==> src/rtl/bta_reduce_sched.sv <==
// Time-multiplexed binary-tree adder: loads NOPS operands, then reduces them in place
// with a single SW-bit adder, one add per cycle, and returns the sum on a valid/ready stream.
module bta_reduce_sched #(
  parameter int unsigned NOPS = 8,
  parameter int unsigned W    = 16,
  parameter int unsigned LG   = 3
) (
  input  logic                clk,
  input  logic                rst,
  input  logic                in_valid,
  output logic                in_ready,
  input  logic [W-1:0]        in_data,
  input  logic                in_cin,
  output logic                out_valid,
  input  logic                out_ready,
  output logic [W+LG-1:0]     out_sum,
  output logic                busy
);

  localparam int unsigned SW = W + LG;

  typedef enum logic [1:0] {StLoad, StReduce, StDone} state_e;

  state_e          state_q, state_d;
  logic [LG-1:0]   idx_q, idx_d;
  logic [LG-1:0]   pair_q, pair_d;
  logic [LG-1:0]   span_q, span_d;
  logic [SW-1:0]   bank_q [NOPS];
  logic            cin_q;

  logic            in_fire, out_fire, level_end;
  logic [LG-1:0]   src_lo, src_hi;
  logic [SW-1:0]   add_res;

  assign in_ready  = (state_q == StLoad);
  assign out_valid = (state_q == StDone);
  assign busy      = (state_q == StReduce) || (state_q == StDone);
  assign out_sum   = bank_q[0];

  assign in_fire   = in_valid && in_ready;
  assign out_fire  = out_valid && out_ready;

  // Sources 2p and 2p+1 are never below p, so in-place writes never clobber unread data.
  assign src_lo    = LG'({pair_q, 1'b0});
  assign src_hi    = src_lo | LG'(1);
  assign add_res   = bank_q[src_lo] + bank_q[src_hi] + SW'(cin_q);
  assign level_end = (pair_q == span_q - LG'(1));

  always_comb begin
    state_d = state_q;
    idx_d   = idx_q;
    pair_d  = pair_q;
    span_d  = span_q;
    unique case (state_q)
      StLoad: begin
        if (in_fire) begin
          if (idx_q == LG'(NOPS - 1)) begin
            state_d = StReduce;
            idx_d   = '0;
            pair_d  = '0;
            span_d  = LG'(NOPS / 2);
          end else begin
            idx_d = idx_q + LG'(1);
          end
        end
      end
      StReduce: begin
        if (level_end) begin
          pair_d = '0;
          span_d = span_q >> 1;
          if (span_q == LG'(1)) state_d = StDone;
        end else begin
          pair_d = pair_q + LG'(1);
        end
      end
      StDone: begin
        if (out_fire) begin
          state_d = StLoad;
          idx_d   = '0;
        end
      end
      default: state_d = StLoad;
    endcase
  end

  always_ff @(posedge clk) begin
    if (rst) begin
      state_q <= StLoad;
      idx_q   <= '0;
      pair_q  <= '0;
      span_q  <= '0;
      cin_q   <= 1'b0;
      for (int i = 0; i < NOPS; i++) bank_q[i] <= '0;
    end else begin
      state_q <= state_d;
      idx_q   <= idx_d;
      pair_q  <= pair_d;
      span_q  <= span_d;
      if (in_fire) begin
        bank_q[idx_q] <= {{LG{1'b0}}, in_data};
        if (idx_q == '0) cin_q <= in_cin;
      end
      if (state_q == StReduce) bank_q[pair_q] <= add_res;
    end
  end

endmodule

==> config.mk <==
export PLATFORM = sky130hd
export DESIGN_NAME = bta_reduce_sched
export DESIGN_NICKNAME = d
export VERILOG_FILES = /design/src/rtl/bta_reduce_sched.sv
export SDC_FILE = /design/constraint.sdc
export NUM_CORES = 1
export LEC_CHECK = 0
export ABC_AREA = 1
export BUFFER_PORTS_ARGS = -buffer_cell sky130_fd_sc_hd__buf_4
export CAP_MARGIN = 10
export CORE_ASPECT_RATIO = 0.7
export CORE_MARGIN = 2
export CORE_UTILIZATION = 38
export CTS_BUF_LIST = sky130_fd_sc_hd__clkbuf_8
export CTS_CLUSTER_SIZE = 14
export DETAILED_ROUTE_END_ITERATION = 12
export PLACE_DENSITY = 0.61
export SYNTH_ARGS = -nofsm -noshare
export SYNTH_HDL_FRONTEND = slang
export SYNTH_SLANG_ARGS = --single-unit
==> constraint.sdc <==
create_clock -name clk -period 2.9 [get_ports clk]
set_clock_uncertainty 0.15 [all_clocks]
set_input_delay 0.145 -clock clk [delete_from_list [all_inputs] [get_ports clk]]
set_output_delay 0.145 -clock clk [all_outputs]
set_load 0.03 [all_outputs]
# Yosys cells after proc, flatten, opt, wreduce, memory -nomap -nowiden
# Memories as Yosys holds them, arrays and structs flattened. A register that Yosys moved wholly into a read port is not among the register bits.
# Cells that the tools add are included.
totals:
  memories: 1
  mem_bits_rw: 152
  word_cells: 71
  register_bits: 12
mem_list:
  columns: ["memory", "words", "word_bits", "read_ports", "rd_ports_with_merged_regs", "wr", "line_no", "source"]
  rows:
  - ["bank_q", 8, 19, 3, 2, 8, "28", "logic [SW-1:0] bank_q [NOPS];"]
op_classes:
  reduce_logical: 14
  add_sub_neg: 5
  muxes: 36
  eq_ne: 10
ops:
  columns: ["cell", "count"]
  rows:
  - ["3-bit two-way mux", 15]
  - ["19-bit two-way mux", 2]
  - ["19-bit OR reduction", 2]
  - ["19-bit by 1-bit adder with 19-bit output", 1]
  - ["19-bit adder", 1]
  - ["3-bit case mux with 2 select lines", 3]
  - ["1-bit two-way mux", 10]
  - ["2-bit two-way mux", 5]
  - ["2-bit by 1-bit inequality test with 1-bit output (second input constant)", 4]
  - ["3-bit by 1-bit adder with 3-bit output (second input constant)", 2]
  - ["2-bit case mux with 3 select lines", 1]
  - ["3-bit AND reduction", 2]
  - ["5-bit AND reduction", 1]
  - ["4-bit AND reduction", 1]
  - ["2-bit nonzero test", 2]
  - ["3-bit by 1-bit == test with 1-bit output (second input constant)", 1]
  - ["3-bit == test", 1]
  - ["3-bit == test (second input constant)", 1]
  - ["3-bit logical NOT", 1]
  - ["3-bit by 1-bit subtractor with 3-bit output (second input constant)", 1]
  - ["2-bit by 1-bit == test with 1-bit output (second input constant)", 1]
  - ["2-bit == test (second input constant)", 1]
  - ["1-bit logical AND", 2]
  - ["2-bit logical NOT", 1]
  - ["other kinds (3)", 3]

# Logic depth before layout (Yosys ltp)
# Gate-level depths: netlist (run 1).
depth:
  word_depth: 8
  mapped_depth: 19
  depth_no_buf: 15

# Worst setup path before layout (run 1)
# No wires, ideal clock.
synth_timing:
  kind: "register to register"
  from: "reg (tool-made name)"
  to: "mem bank_q[0][16] (netlist bit) (data pin)"
  path_stages_with_launch: 19
  setup_time_ns: 0.261
  setup_slack_ns: -0.265
  t_required_ns: 2.489
  period_less_slack_ns: 3.165
  arrival_ns: 2.754
  path_cell_list: "dfxtp_1 > buf_2 > inv_1 > buf_2 > buf_2 > nand2_1 > a32o_1 > fa_1 > fa_1 > inv_1 > nand3_1 > nand3_1 > nand2_1 > nand2_1 > nand2_1 > nand2_1 > nand2_1 > nand3_1 > nor2_1"
synth_lines:
  columns: ["item", "line_no"]
  rows:
  - ["end, declared", "28"]

==> results_dict.tcl, run 1 <==
set metrics [dict create \
    status "completed" \
    path_clk_slew_ns 0.09 \
    grt_pass1_vias 6570 \
    leakage_nw 4.47 \
    worstHoldStart "in_data[12]" \
    synth_area_sq_um 8480 \
    cp.arrival_ns 2.92 \
    finalWirelength_mm 24.6 \
    post_drt_wl_per_cell_um 18.1 \
    dr.first_iter.drc_count 634 \
    hold_depth 4 \
    crit_path_end_kind "flip-flop" \
    die_x_um 183 \
    cts_buffers 17 \
    power.share.clock_pct 17.7 \
    yosys-top-cells-area "edfxtp_1, nor2_1, nand2_1, o21ai_0, ha_1" \
    drive_gt1_share_pct 23.0 \
    ys_types 30 \
    ys_ff_latch 166 \
    syn2layout_area_growth_pct 26.1 \
    ant_nets 0 \
    io_buffers 42 \
    worstMarginPinSlew_ns 0.579 \
    required_ns 2.96 \
    place_ws_ns -0.0920 \
    rsz0062_at_grt "yes" \
    p_seq_share_pct 34.2 \
    multi_input_area_sq_um 3450 \
    grt_overflow 0 \
    clockBufferDepth 2 \
    vias 7080 \
    grt_antenna_before_repair 0 \
    n_fill_cell 2042 \
    ir_drop_v 0.000404 \
    ys_seq_area_share_pct 57.1 \
    hpwlAfterDp_mm 15.3 \
    postLayoutCellArea_sq_um 10700 \
    place_congestion 0.870 \
    cts_tree "yes" \
    dpl_cell_area_sq_um 9670 \
    fmax_ghz 0.349 \
    initial_core_util_pct 38.9 \
    syn_area_per_cell_sq_um 9.06 \
    clkLatencyLatePin_ns 0.48 \
    setup_viol 0 \
    grt_max_degree 39 \
    fp-row-count 45 \
    holdCritPathClass "primary input to flip-flop" \
    grt_pass1_wl_mm 37.2 \
    fp.dieArea_sq_um 23500 \
    finalMaxSlewViolations 0 \
    clock_sinks 166 \
    period_share_pct 98.7 \
    n_antenna_cell 0 \
    timing.final.ws_setup_ns 0.0368 \
    core_sq_um 21800 \
    p_sw_mw 3.62 \
    htree_levels 4 \
    worstSetupPathType "flip-flop to flip-flop" \
    crit_fanout 15 \
    cts_root_buf "clkbuf_8" \
    comb_power_share_pct 48.1 \
    drc 0 \
    dr.pass1.iters 7 \
    min_period_ns 2.86 \
    layout.nets 1112 \
    powerDensity_nw_per_um2 844 \
    postSynthCellCount 936 \
    drv_cap 0 \
    yosysTopAreaCell "edfxtp_1" \
    yosysWarnings 0 \
    crit_path_start_kind "flip-flop" \
    ff2ff_path_depth 13 \
    yosys.area.top_type_share_pct 53.8 \
    relSlewSlack_pct 61.0 \
    finalHoldViolations 0 \
    seq_area_sq_um 4850 \
    die_y_um 129 \
    via_per_inst 5.21 \
    syn-num-nets 985 \
    p_int_mw 5.40 \
    ios 43 \
    swShare_pct 40.2 \
    grt_usage_pct 21.3 \
]
==> final cells by class <==
| cell class | count | share of cell area, % |
|---|---|---|
| inverter | 72 | 2.60 |
| timing repair buffer | 152 | 13.0 |
| tap | 282 | 3.30 |
| multi-input combinational | 654 | 32.3 |
| sequential | 166 | 45.4 |
| clock inverter | 15 | 1.21 |
| clock buffer | 17 | 2.19 |
==> power groups by stage <==
stage	registers [mW]	logic [mW]	clock network, mW
3_3_place_gp	3.13	3.75	0
5_1_grt	3.12	4.77	1.74
2_1_floorplan	3.25	2.20	0
3_5_place_dp	3.14	3.77	0
6_report	3.09	4.34	1.60
4_1_cts	3.08	3.89	1.63
==> worst paths after layout <==
| kind | endpoint | slack [ns] |
|---|---|---|
| setup / recovery | bank_q[1][6]$_SDFFCE_PN0P_ | 0.04 |
| hold / removal | bank_q[0][12]$_SDFFCE_PN0P_ | 0.02 |
| setup reg to reg | bank_q[1][6]$_SDFFCE_PN0P_ | 0.04 |
| hold reg to reg | state_q[0]$_SDFFE_PP0P_ | 0.34 |
==> metal layers <==
metal  part of all wire, %  up-vias  GRT usage, %
met2                    44      234          32.1
met3                   7.8       14          4.67
li1                      -     3399             -
met4                  0.75        0          4.60
met5                     0        -             0
met1                    47     3433          31.6
==> through the flow <==
step	power (mW)	std cells	TNS (ns)	hold slack, ns	util, %
floorplan	5.45	936	0	0.0641	-
global placement	6.88	1297	-1.28	0.225	44.4
detailed placement	6.91	1297	-2.64	0.221	44.4
CTS	8.60	1348	0	0.0591	47.2
global route	9.62	1358	-3.24	0.0125	49.1
finish	9.02	1358	0	0.0219	49.1
==> placed cells by master, fill, tap and decap left out, types with 3 or more instances in the layout <==
| cell type | count |
|---|---|
| nor2_1 | 234 |
| edfxtp_1 | 152 |
| nand2_1 | 135 |
| buf_4 | 118 |
| inv_1 | 66 |
| o21ai_0 | 62 |
| o22ai_1 | 28 |
| a21oi_1 | 23 |
| ha_1 | 23 |
| nand3_1 | 22 |
| nand2_2 | 18 |
| dlygate4sd3_1 | 18 |
| clkbuf_8 | 17 |
| o21ai_1 | 16 |
| dfxtp_1 | 12 |
| nor2_2 | 10 |
| xor2_1 | 10 |
| nand3_2 | 10 |
| nor3_1 | 9 |
| buf_12 | 8 |
| o21ai_2 | 6 |
| nand2_4 | 6 |
| or2_2 | 6 |
| inv_6 | 5 |
| inv_2 | 5 |
| nand4_1 | 5 |
| o22ai_2 | 4 |
| a21oi_2 | 4 |
| clkbuf_16 | 4 |
| xnor2_1 | 3 |
| clkinv_4 | 3 |
| clkinv_2 | 3 |
| buf_6 | 3 |
==> cells by family (layout without fill, tap and decap cells) <==
logic type / after synthesis / in the layout / synth area share [%]
buffers and inverters: 116 / 256 / 5.47
adder cells (fa/ha/maj): 28 / 28 / 4.31
flip-flops: 166 / 166 / 57.1
AO/OA/AOI/OAI: 150 / 150 / 9.84
multiplexers: 4 / 4 / 0.516
AND/OR/NAND/NOR: 459 / 459 / 21.4
XOR/XNOR: 13 / 13 / 1.34
==> what timing repair did <==
item | CTS | global route
buffers inserted | 1 | 5
cloned | 1 | 4
resized for setup | 18 | 77
endpoints found under the setup margin | 63 | 120
pin swaps | 4 | 21
endpoints found under the hold margin | 91 | 1
hold buffers | 17 | 1
==> synth_stat cells, drive strengths merged <==
library cell,n
inv,72
buf,24
xnor2,3
a32o,2
fa,2
a21oi,27
nand3,34
xor2,10
or2,6
nor2,245
clkbuf,20
ha,26
nand4,5
nand2,159
edfxtp,152
o21bai,1
a211oi,2
dfxtp,14
o21ai,84
a32oi,2
nor3,9
nand3b,1
o22ai,32
mux2i,4
==> worst max-delay path, cell delays in order (launching register included) <==
cell     delay [ns]
dfxtp_4        0.41
buf_12         0.16
nand2_1        0.06
a32o_1         0.26
fa_2           0.39
fa_2           0.37
inv_2          0.08
nand2_1        0.08
buf_4          0.14
nand4_1        0.06
nand3_1        0.09
o21ai_1        0.10
buf_4          0.19
nor2_1         0.05
==> flip-flops by register name (all words and copies together) (netlist names), named ones only <==
signal   cells
state_q      2
span_q       3
pair_q       3
cin_q        1
bank_q     152
idx_q        3
Power figures use the tool's default switching activity.
==> run 2, diff against run 1 <==
- ABC_AREA: 1 -> 0
- CTS_CLUSTER_SIZE: 14 -> 24
- RECOVER_POWER: default -> 50
==> results_dict.tcl, run 2 <==
set metrics [dict create \
    n_fill_cell 1987 \
    rsz0062_at_grt "yes" \
    via_per_inst 5.35 \
    ant_nets 0 \
    min_period_ns 3.34 \
    violations "setup timing" \
    grt_antenna_before_repair 0 \
    power.share.clock_pct 34.6 \
    setup_viol 139 \
    die_x_um 185 \
    grt_pass1_vias 6432 \
    powerDensity_nw_per_um2 470 \
    fp.dieArea_sq_um 24300 \
    syn_area_per_cell_sq_um 12.2 \
    worstSetupPathType "flip-flop to flip-flop" \
    yosys-top-cells-area "edfxtp_1, mux4_2, nor2_1, ha_1, dfxtp_1" \
    cp.arrival_ns 3.53 \
    htree_levels 4 \
    yosysWarnings 0 \
    p_seq_share_pct 50.0 \
    critical_path_buf_inv_count 2 \
    leakage_nw 4.15 \
    worstMarginPinSlew_ns 0.654 \
    grt_max_degree 20 \
    swShare_pct 25.3 \
    total_power_mw 5.47 \
    required_ns 3.09 \
    place_congestion 0.839 \
    grt_usage_pct 21.6 \
    p_int_mw 4.09 \
    syn-num-nets 767 \
    layout_commonest_cell "buf_4" \
    place_ws_ns -0.486 \
    finalHoldViolations 0 \
    cpMaxStageDelayCell "a2111oi_4" \
    critPathMostFrequentCell "fa_2" \
    crit_chain "mux4_2, inv_2, fa_2, fa_2, and2b_2, o2111ai_4, a2111oi_4, nor4_1, o31a_1, buf_6, nor2_1" \
    critPathMaxStageDelay_ns 0.45 \
    finalWirelength_mm 25.2 \
    seq_area_sq_um 4850 \
    finalMaxSlewViolations 0 \
    dr.first_iter.drc_count 684 \
    grt_overflow 0 \
    synth.most_common_cell "edfxtp_1" \
    tns_ns -38.09 \
    yosys.area.top_type_share_pct 52.1 \
    largest_reg_flops 152 \
    post_drt_wl_per_cell_um 20.4 \
    ys_types 72 \
    ir_drop_v 0.000377 \
    drv_cap 0 \
    clockBufferDepth 2 \
    postSynthCellCount 718 \
    synth_commonest_cells "edfxtp_1, nor2_1, nand2_1" \
    crit_fanout 8 \
    path_clk_slew_ns 0.09 \
    status "complete, but fails checks" \
    io_buffers 42 \
    syn2layout_area_growth_pct 33.0 \
    p_sw_mw 1.38 \
    dominantRegCellSynth "edfxtp_1" \
    ys_ff_latch 166 \
    timing.final.ws_setup_ns -0.444 \
    die_y_um 131 \
    cts_root_buf "clkbuf_8" \
    dr.pass1.iters 5 \
    vias 6593 \
    ys_seq_area_share_pct 55.3 \
    multi_input_area_sq_um 4160 \
    async_reset_ff_share_pct 0 \
    n_antenna_cell 0 \
    initial_core_util_pct 38.7 \
    yosysTopAreaCell "edfxtp_1" \
    mostFrequentLayoutCells "buf_4, edfxtp_1, nor2_1" \
    synth_area_sq_um 8750 \
    layout.nets 957 \
    fp-row-count 46 \
    cts_tree "yes" \
    holdCritPathClass "primary input to flip-flop" \
    crit_path_start_kind "flip-flop" \
    grt_pass1_wl_mm 37.8 \
    drive_gt1_share_pct 38.7 \
    crit_path_end_kind "flip-flop" \
    synth_edf_count 152 \
    comb_power_share_pct 15.4 \
    cp_top_family "compound AO/OA/AOI/OAI gates" \
    cts_buffers 17 \
    drc 0 \
    core_sq_um 22600 \
    period_share_pct 115 \
    top_register "bank_q" \
    ios 43 \
    clkLatencyLatePin_ns 0.48 \
    relSlewSlack_pct 56.4 \
    fmax_ghz 0.299 \
    clock_sinks 166 \
    hpwlAfterDp_mm 16.5 \
    fin_util_pct 51.5 \
    whs_ns 0.0523 \
]
[run 2: cell types whose count changed after synthesis, sizes merged, moves of 31 or more]
cell / before / now
inv: 72 / 19
mux4: 0 / 37
nand2: 159 / 46
nor2: 245 / 151
o21ai: 84 / 14
o22ai: 32 / 1
[run 2: logic make-up (layout without fill, tap and decap cells)]
logic type                 Yosys count  after routing  synth area share, %
AOI/OAI and AO/OA                  112            112                 9.92
xor gates and xnor gates            15             15                 1.59
adders and majority gates           28             28                 4.17
buffers and inverters               64            267                 3.34
DFF                                166            166                 55.3
muxes                               45             45                 10.5
and+or+nand+nor                    288            288                 15.2
[run 2: timing repair]
action | CTS | global route
endpoints found under the hold margin | 77 | 0
pin swaps | 9 | 19
setup buffers | 14 | 21
endpoints found under the setup margin | 136 | 136
gates resized for setup | 30 | 50
hold buffers | 13 | 0
[run 2: final timing paths]
path                     startpoint                           to  slack (ns)  depth (start not counted)
max reg2reg               flip-flop  bank_q[2][12]$_SDFFCE_PN0P_       -0.44                         11
min reg2reg  span_q[1]$_SDFFE_PP0P_       span_q[1]$_SDFFE_PP0P_        0.36                          2
min                      in_data[5]   bank_q[3][5]$_SDFFCE_PN0P_        0.05                          4
max                       flip-flop  bank_q[2][12]$_SDFFCE_PN0P_       -0.44                         11
[run 2: tightest hold or removal path, stage by stage]
cell and delay (ns):
buf_4 0.10, and2_1 0.17, a31oi_4 0.08, nor2_1 0.08
[run 2: layout make-up]
type	count	area share [%]
Multi-Input combinational cell	488	35.8
Sequential cell	166	41.7
Clock buffer	20	2.36
Timing Repair Buffer	215	14.7
Clock inverter	12	1.48
Inverter	20	0.645
Tap cell	312	3.35
[run 2: power groups by stage]
stage | sequential, mW | clock [mW] | combinational [mW]
detailed placement | 2.79 | 0 | 0.742
CTS | 2.74 | 1.93 | 0.806
finish | 2.74 | 1.89 | 0.844
floorplan | 2.82 | 0 | 0.367
global placement | 2.79 | 0 | 0.736
global route | 2.75 | 2.01 | 0.902
[run 2: metrics by stage]
stage | cells | instance area [sq um]
2_1_floorplan | 718 | 8970
3_3_place_gp | 1153 | 10500
3_5_place_dp | 1153 | 10500
4_1_cts | 1212 | 11300
5_1_grt | 1233 | 11600
6_report | 1233 | 11600
[run 2: per-layer routing]
metal	vias to the layer above	share of wire (%)	track usage, %
li1	3067	-	-
met1	3237	45	31.2
met2	257	45	32.9
met3	32	8.2	4.52
met4	0	1.8	6.21
met5	-	0	0
